==> src/rtl/step_sequencer_if.sv <==
// step_sequencer_if: run-control command / status bundle for step_sequencer.
//   rst     controller -> sequencer  soft clear command
//   en      controller -> sequencer  advance enable
//   count   sequencer -> controller  current step value (CNT_W bits)
//   tick    sequencer -> controller  one-cycle pulse per step
//   wrap    sequencer -> controller  one-cycle pulse on MAX->0 (or arrival at MAX when saturating)
//   running sequencer -> controller  phase == RUN
//   paused  sequencer -> controller  phase == PAUSE
// Modports: master (run-control side), slave (sequencer side).
interface step_sequencer_if #(
  parameter int unsigned CNT_W = 8
);
  logic             rst;
  logic             en;
  logic [CNT_W-1:0] count;
  logic             tick;
  logic             wrap;
  logic             running;
  logic             paused;

  modport master (
    output rst, en,
    input  count, tick, wrap, running, paused
  );

  modport slave (
    input  rst, en,
    output count, tick, wrap, running, paused
  );
endinterface

==> src/rtl/step_sequencer.sv <==
// step_sequencer: prescaled step counter driven by the run-control rst/en pair.
//   clk    system clock, rising edge
//   reset  synchronous active-high reset (overrides everything)
//   bus    step_sequencer_if.slave: rst/en in; count/tick/wrap/running/paused out
// Parameters: CNT_W counter width, MAX terminal count (1..2^CNT_W-1),
//   DIV enabled cycles per step (>=1).
// Optional feature macro STEP_SEQUENCER_SATURATE_EN: count holds at MAX
//   instead of wrapping; wrap pulses on the first arrival at MAX.
module step_sequencer #(
  parameter int unsigned CNT_W = 8,
  parameter int unsigned MAX   = 255,
  parameter int unsigned DIV   = 4
) (
  input  logic           clk,
  input  logic           reset,
  step_sequencer_if.slave bus
);
  localparam int unsigned PW = (DIV > 1) ? $clog2(DIV) : 1;
  localparam logic [PW-1:0]    PRE_LAST = PW'(DIV - 1);
  localparam logic [CNT_W-1:0] CNT_MAX  = CNT_W'(MAX);

  typedef enum logic [1:0] {
    IDLE  = 2'd0,
    RUN   = 2'd1,
    PAUSE = 2'd2
  } phase_t;

  phase_t           r_phase;
  logic [PW-1:0]    r_pre;
  logic [CNT_W-1:0] r_count;
  logic             r_tick;
  logic             r_wrap;
  logic             r_running;
  logic             r_paused;

  always_ff @(posedge clk) begin
    if (reset) begin
      r_phase   <= IDLE;
      r_pre     <= '0;
      r_count   <= '0;
      r_tick    <= 1'b0;
      r_wrap    <= 1'b0;
      r_running <= 1'b0;
      r_paused  <= 1'b0;
    end else begin
      r_tick <= 1'b0;
      r_wrap <= 1'b0;
      if (bus.rst) begin
        r_phase   <= IDLE;
        r_pre     <= '0;
        r_count   <= '0;
        r_running <= 1'b0;
        r_paused  <= 1'b0;
      end else begin
        case (r_phase)
          IDLE, PAUSE: begin
            if (bus.en) begin
              r_phase   <= RUN;
              r_running <= 1'b1;
              r_paused  <= 1'b0;
            end
          end
          RUN: begin
            if (!bus.en) begin
              r_phase   <= PAUSE;
              r_running <= 1'b0;
              r_paused  <= 1'b1;
            end
          end
          default: begin
            r_phase   <= IDLE;
            r_running <= 1'b0;
            r_paused  <= 1'b0;
          end
        endcase

        if (bus.en) begin
          if (r_pre == PRE_LAST) begin
            r_pre <= '0;
`ifdef STEP_SEQUENCER_SATURATE_EN
            // Once parked at MAX, further steps are silent.
            if (r_count != CNT_MAX) begin
              r_count <= r_count + 1'b1;
              r_tick  <= 1'b1;
              r_wrap  <= (r_count == CNT_MAX - 1'b1);
            end
`else
            r_tick <= 1'b1;
            if (r_count == CNT_MAX) begin
              r_count <= '0;
              r_wrap  <= 1'b1;
            end else begin
              r_count <= r_count + 1'b1;
            end
`endif
          end else begin
            r_pre <= r_pre + 1'b1;
          end
        end
      end
    end
  end

  assign bus.count   = r_count;
  assign bus.tick    = r_tick;
  assign bus.wrap    = r_wrap;
  assign bus.running = r_running;
  assign bus.paused  = r_paused;
endmodule

==> src/flat_wrapper.sv <==
// flat-port wrapper written by rule: the top's interface ports become plain ports
module step_sequencer_flat 
#(
  parameter int unsigned CNT_W = 8,
  parameter int unsigned MAX   = 255,
  parameter int unsigned DIV   = 4
)
  (clk, reset, bus_rst, bus_en, bus_count, bus_tick, bus_wrap, bus_running, bus_paused);
  step_sequencer_if #(.CNT_W(CNT_W)) bus_i ();
  input  logic clk;
  input  logic reset;
  input wire logic [$bits(bus_i.rst)-1:0] bus_rst;
  input wire logic [$bits(bus_i.en)-1:0] bus_en;
  output wire logic [$bits(bus_i.count)-1:0] bus_count;
  output wire logic [$bits(bus_i.tick)-1:0] bus_tick;
  output wire logic [$bits(bus_i.wrap)-1:0] bus_wrap;
  output wire logic [$bits(bus_i.running)-1:0] bus_running;
  output wire logic [$bits(bus_i.paused)-1:0] bus_paused;
  assign bus_i.rst = bus_rst;
  assign bus_i.en = bus_en;
  assign bus_count = bus_i.count;
  assign bus_tick = bus_i.tick;
  assign bus_wrap = bus_i.wrap;
  assign bus_running = bus_i.running;
  assign bus_paused = bus_i.paused;
  step_sequencer #(.CNT_W(CNT_W), .MAX(MAX), .DIV(DIV)) u_core (.clk(clk), .reset(reset), .bus(bus_i));
endmodule
==> config.mk <==
export PLATFORM = sky130hd
export DESIGN_NAME = step_sequencer_flat
export DESIGN_NICKNAME = d
export VERILOG_FILES = /design/src/rtl/step_sequencer_if.sv /design/src/rtl/step_sequencer.sv /design/src/flat_wrapper.sv
export SDC_FILE = /design/constraint.sdc
export NUM_CORES = 1
export LEC_CHECK = 0
export BUFFER_PORTS_ARGS = -buffer_cell sky130_fd_sc_hd__buf_2
export CAP_MARGIN = 10
export CORE_MARGIN = 8
export CORE_UTILIZATION = 45
export CTS_BUF_LIST = sky130_fd_sc_hd__clkbuf_4 sky130_fd_sc_hd__clkbuf_8
export CTS_CLUSTER_DIAMETER = 50
export DETAILED_ROUTE_END_ITERATION = 10
export PLACE_DENSITY = 0.79
export SLEW_MARGIN = 20
export SYNTH_ARGS = -nofsm -noshare
export SYNTH_HDL_FRONTEND = slang
export SYNTH_SLANG_ARGS = --single-unit
==> constraint.sdc <==
create_clock -name clk -period 1.8 [get_ports clk]
set_input_delay 0 -clock clk [delete_from_list [all_inputs] [get_ports clk]]
set_output_delay 0 -clock clk [all_outputs]
set_load 0.005 [all_outputs]
-- After elaboration in Yosys (flattened, before gate mapping)
Index checks and enable logic that the tools add are counted.
- bits of input ports: 4
- bits in registers: 16
- output and inout bits: 12
- word-level logic and storage cells: 37
- reductions and logical operators: 7
- $add $sub $neg: 2
- eq/ne operators: 6
- bitwise operators: 2
- multiplexer cells: 13
- operator list (operator ; count):
    $add 8x1->8 const B ; 1
    $eq 8x8->1 const B ; 1
    $mux 8 ; 1
    $mux 1 ; 6
    $mux 2 ; 3
    $eq 2x2->1 const B ; 2
    $ne 2x2->1 const B ; 2
    $pmux 1 s2 ; 2
    $pmux 2 s2 ; 1
    $reduce_and 2->1 ; 2
    $reduce_or 2->1 ; 2
    $reduce_or 4->1 ; 1
    $reduce_or 3->1 ; 1
    $add 2x1->2 const B ; 1
    $eq 2x1->1 const B ; 1
    $logic_not 2->1 ; 1
    $not 1->1 ; 2

-- Depth between registers and ports, before layout
- word-level depth: 4
- depth in mapped cells: 4

-- Worst setup path after synthesis
Ideal clock, no wire load.
- kind: register -> register
- start: register u_core.r_count[0], in the netlist u_core.bus.count[0]
- end: register u_core.r_count[6], in the netlist u_core.bus.count[6]
- cell stages (with the launch flop): 5
- clock period less this slack: 1.388 ns
- buffers on the path: 0
- arrival: 1.317 ns
- required time: 1.729 ns
- slack: 0.412 ns
- cells stage by stage: dfxtp_1 -> ha_1 -> nand3_1 -> or4_1 -> a21oi_1
- word-level cells in the longest chain between the ends: 2
- elaborated cells on any way between the ends: 3
- classes of those cells: 1 x add/sub; 1 x eq/ne; 1 x mux
- ends and longest elaborated chain (item ; line ; source):
    from (decl) ; step_sequencer.sv:30 ; logic [CNT_W-1:0] r_count;
    from (signal assigned) ; step_sequencer.sv:93 ; r_count <= r_count + 1'b1;
    $add 8x1->8 or $eq 8x8->1 (tied branches) ; step_sequencer.sv:93, step_sequencer.sv:89 ;
    $mux 8 (*) ; step_sequencer.sv:89 ; if (r_count == CNT_MAX) begin
Every way passes the cells marked *; elsewhere a longest branch is shown, timed or not.
A chain may end at the register's enable or synchronous reset.

-- Final worst setup path
- start: register u_core.r_pre[0]
- end: register u_core.r_count[6], in the netlist u_core.bus.count[6]
- word-level cells in the longest chain between the ends: 2
- ends and longest elaborated chain (item ; line ; source):
    from (decl) ; step_sequencer.sv:29 ; logic [PW-1:0] r_pre;
    from (signal assigned) ; step_sequencer.sv:97 ; r_pre <= r_pre + 1'b1;
    $eq 2x2->1 ; step_sequencer.sv:78 ; if (r_pre == PRE_LAST) begin
    $reduce_and 2->1 (no line) ; - ;
Every way passes these cells.

==> results.cfg <==
[timing]
rsz0062_at_grt = false
worst_pin_slew_ns = 0.439
fin_tns_setup_ns = 0
skew_ns = 0.00456
drv_slew = 0
min_period_over_period_pct = 84.2
hold_ws_ns = 0.0397
final-hold-violation-count = 0
maxSlewHeadroom_pct = 70.5
max_freq_mhz = 659
period_needed_ns = 1.52
setup_viol = 0

[placed_design]
dp.cells = 97
dpl_cell_area_um2 = 709
dp_hpwl_um = 935
gp_congestion = 0.802
numPortBuffers = 15

[clock_network]
root_buffer = clkbuf_4
clk_latency_ns = 0.28
numClockSinks = 15
htree_levels = 1
cts_setup_buffers = 0
cts_hold_buffers = 0
cts_resized = 0
clockBufferDepth = 2
cts_tree = yes
cts-buffers-inserted = 3
path_clk_slew_ns = 0.08

[floorplanning]
die_h_um = 53.4
core_mm2 = 0.00130
num_io_pins = 16
fp-row-count = 13
dieArea_mm2 = 0.00286
start_util_pct = 48.5
die_w_um = 53.4

[power]
peakVddDrop_mv = 0.397
leakagePower_nw = 0.312
p_total_mw = 0.561
powerDensity_mw_per_mm2 = 758

[logic_synthesis]
synthCells = 69
yosysSeqAreaShare_pct = 47.6
synth_cell_types = 27
synth_area_leaders = dfxtp_1, a21oi_1, ha_1
ys_ff_latch = 15
synth_top_area_share_pct = 47.6
postSynthAreaPerCell_um2 = 9.14
ys_warn_count = 0
synth-edff-count = 0
synth_nets = 75
synth_top_cells_by_count = dfxtp_1, a21oi_1, nand2_1
yosysTopAreaCell = dfxtp_1
yosysMostFrequentCell = dfxtp_1
synth_area_um2 = 631
ys.flop_type = dfxtp_1
synthArstFlopShare_pct = 0

[setup_path]
reg2reg_to = u_core.bus.count[6]
cp_max_fo = 10
reg2reg_slack_ns = 0.28
critPathSlowestCell = or4_1
r2r_start = u_core.r_pre[0]
crit_arrival_ns = 1.73
path_cells = ha_1 -> nand2_2 -> or4_1 -> a21oi_1
end_kind = flip-flop
worstPathRequired_ns = 2.01
max_stage_delay_ns = 0.52
path_class = flip-flop to flip-flop
critPathLaunchType = flip-flop
r2r_cells = 4

[final_layout]
layoutNonFillerInstCount = 101
nets = 93
diodes = 0
syn2layout_area_growth_pct = 17.3
fillerInstances = 134
fin_area_um2 = 739
drive_gt1_share_pct = 27.9

[global_route]
grt_start_max_net_pins = 11
groute.usage.overall_pct = 9.36
grt_pass1_vias = 493
grt_remaining_overflow = 0
grt_pass1_wl_um = 2000
antenna_found_initial = 0

[routing]
detail-route-antenna-nets = 0
wl_um = 1230
vias = 548
first_pass_iters = 3
viasPerCell = 5.43
wire_per_inst_um = 12.2
dr.first_iter.drc_count = 8
drc = 0

[hold_path]
hold_class = primary input to flip-flop
holdPathEnd = u_core.bus.paused
hp-start = bus_en
hold_depth = 2

[job]
drv_cap = 0

[outcome]
status = completed
-- registers in the layout, summed over array words and instances (netlist names) --
register	count
u_core.bus.running	1
u_core.bus.paused	1
u_core.bus.tick	1
u_core.r_phase	1
u_core.r_pre	2
u_core.bus.wrap	1
u_core.bus.count	8
-- cell type report --
class | count | area (um^2) | share of cell area [%]
clock buffers | 4 | 30.0 | 4.06
inverters | 2 | 7.51 | 1.02
multi-input cells | 50 | 308 | 41.6
flip-flops and latches | 15 | 300 | 40.6
well taps | 15 | 18.8 | 2.54
repair buffers | 15 | 75.1 | 10.2
-- worst max-delay path: cells and delay by family, from the launching register on --
family                   cells  cell delay, ns
flip-flops                   1            0.35
AND/OR/NAND/NOR              2            0.68
AO/OA/AOI/OAI                1            0.15
adder cells (fa/ha/maj)      1            0.27
-- layer usage --
layer	vias to the layer above	routed length, um	GRT usage, %
met4	0	8	3.78
met5	-	0	0
met1	251	554	10.0
li1	283	-	-
met3	2	101	5.04
met2	12	568	15.0
-- worst max path at each step --
stage	slack, ns	from	depth (start not counted)	end
after floorplan	0.41	u_core.bus.count[0]	4	u_core.bus.count[6]
after global placement	0.33	u_core.r_pre[0]	4	u_core.bus.count[7]
after detailed placement	0.30	u_core.r_pre[0]	4	u_core.bus.count[7]
after CTS	0.27	u_core.r_pre[0]	4	u_core.bus.count[7]
after global routing	0.15	u_core.r_pre[0]	4	u_core.bus.count[7]
final	0.28	u_core.r_pre[0]	4	u_core.bus.count[6]
-- kinds of logic after synthesis --
| logic type | after synthesis | synth area share (%) |
|---|---|---|
| simple gates | 28 | 24.6 |
| compound gates | 16 | 14.5 |
| flops | 15 | 47.6 |
| buf+inv | 4 | 3.57 |
| xor+xnor | 3 | 4.17 |
| fa+ha+maj | 2 | 3.97 |
| mux | 1 | 1.59 |
-- report_power, final --
group / internal (mW) / switching, mW
Sequential: 0.335 / 0.00274
Clock: 0.101 / 0.0973
Combinational: 0.0106 / 0.0137
Total: 0.447 / 0.114
-- per-stage QoR --
step	setup WS, ns	util, %
after floorplan	0.412	-
after global placement	0.332	54.5
after detailed placement	0.297	54.5
after CTS	0.275	56.8
after global routing	0.150	56.8
final	0.284	56.8
-- cell usage in the layout (no fill, tap or decap), drive strengths merged, types with 3 or more instances in the layout --
cell type / Yosys / layout
buf: 1 / 15
clkbuf: 1 / 4
o31ai: 3 / 3
o21ai: 4 / 4
nand2: 7 / 7
nor2: 4 / 4
dfxtp: 15 / 15
or3: 3 / 3
a21oi: 8 / 8
nand3: 4 / 4
Note: power is estimated with default switching activity, not from simulation.
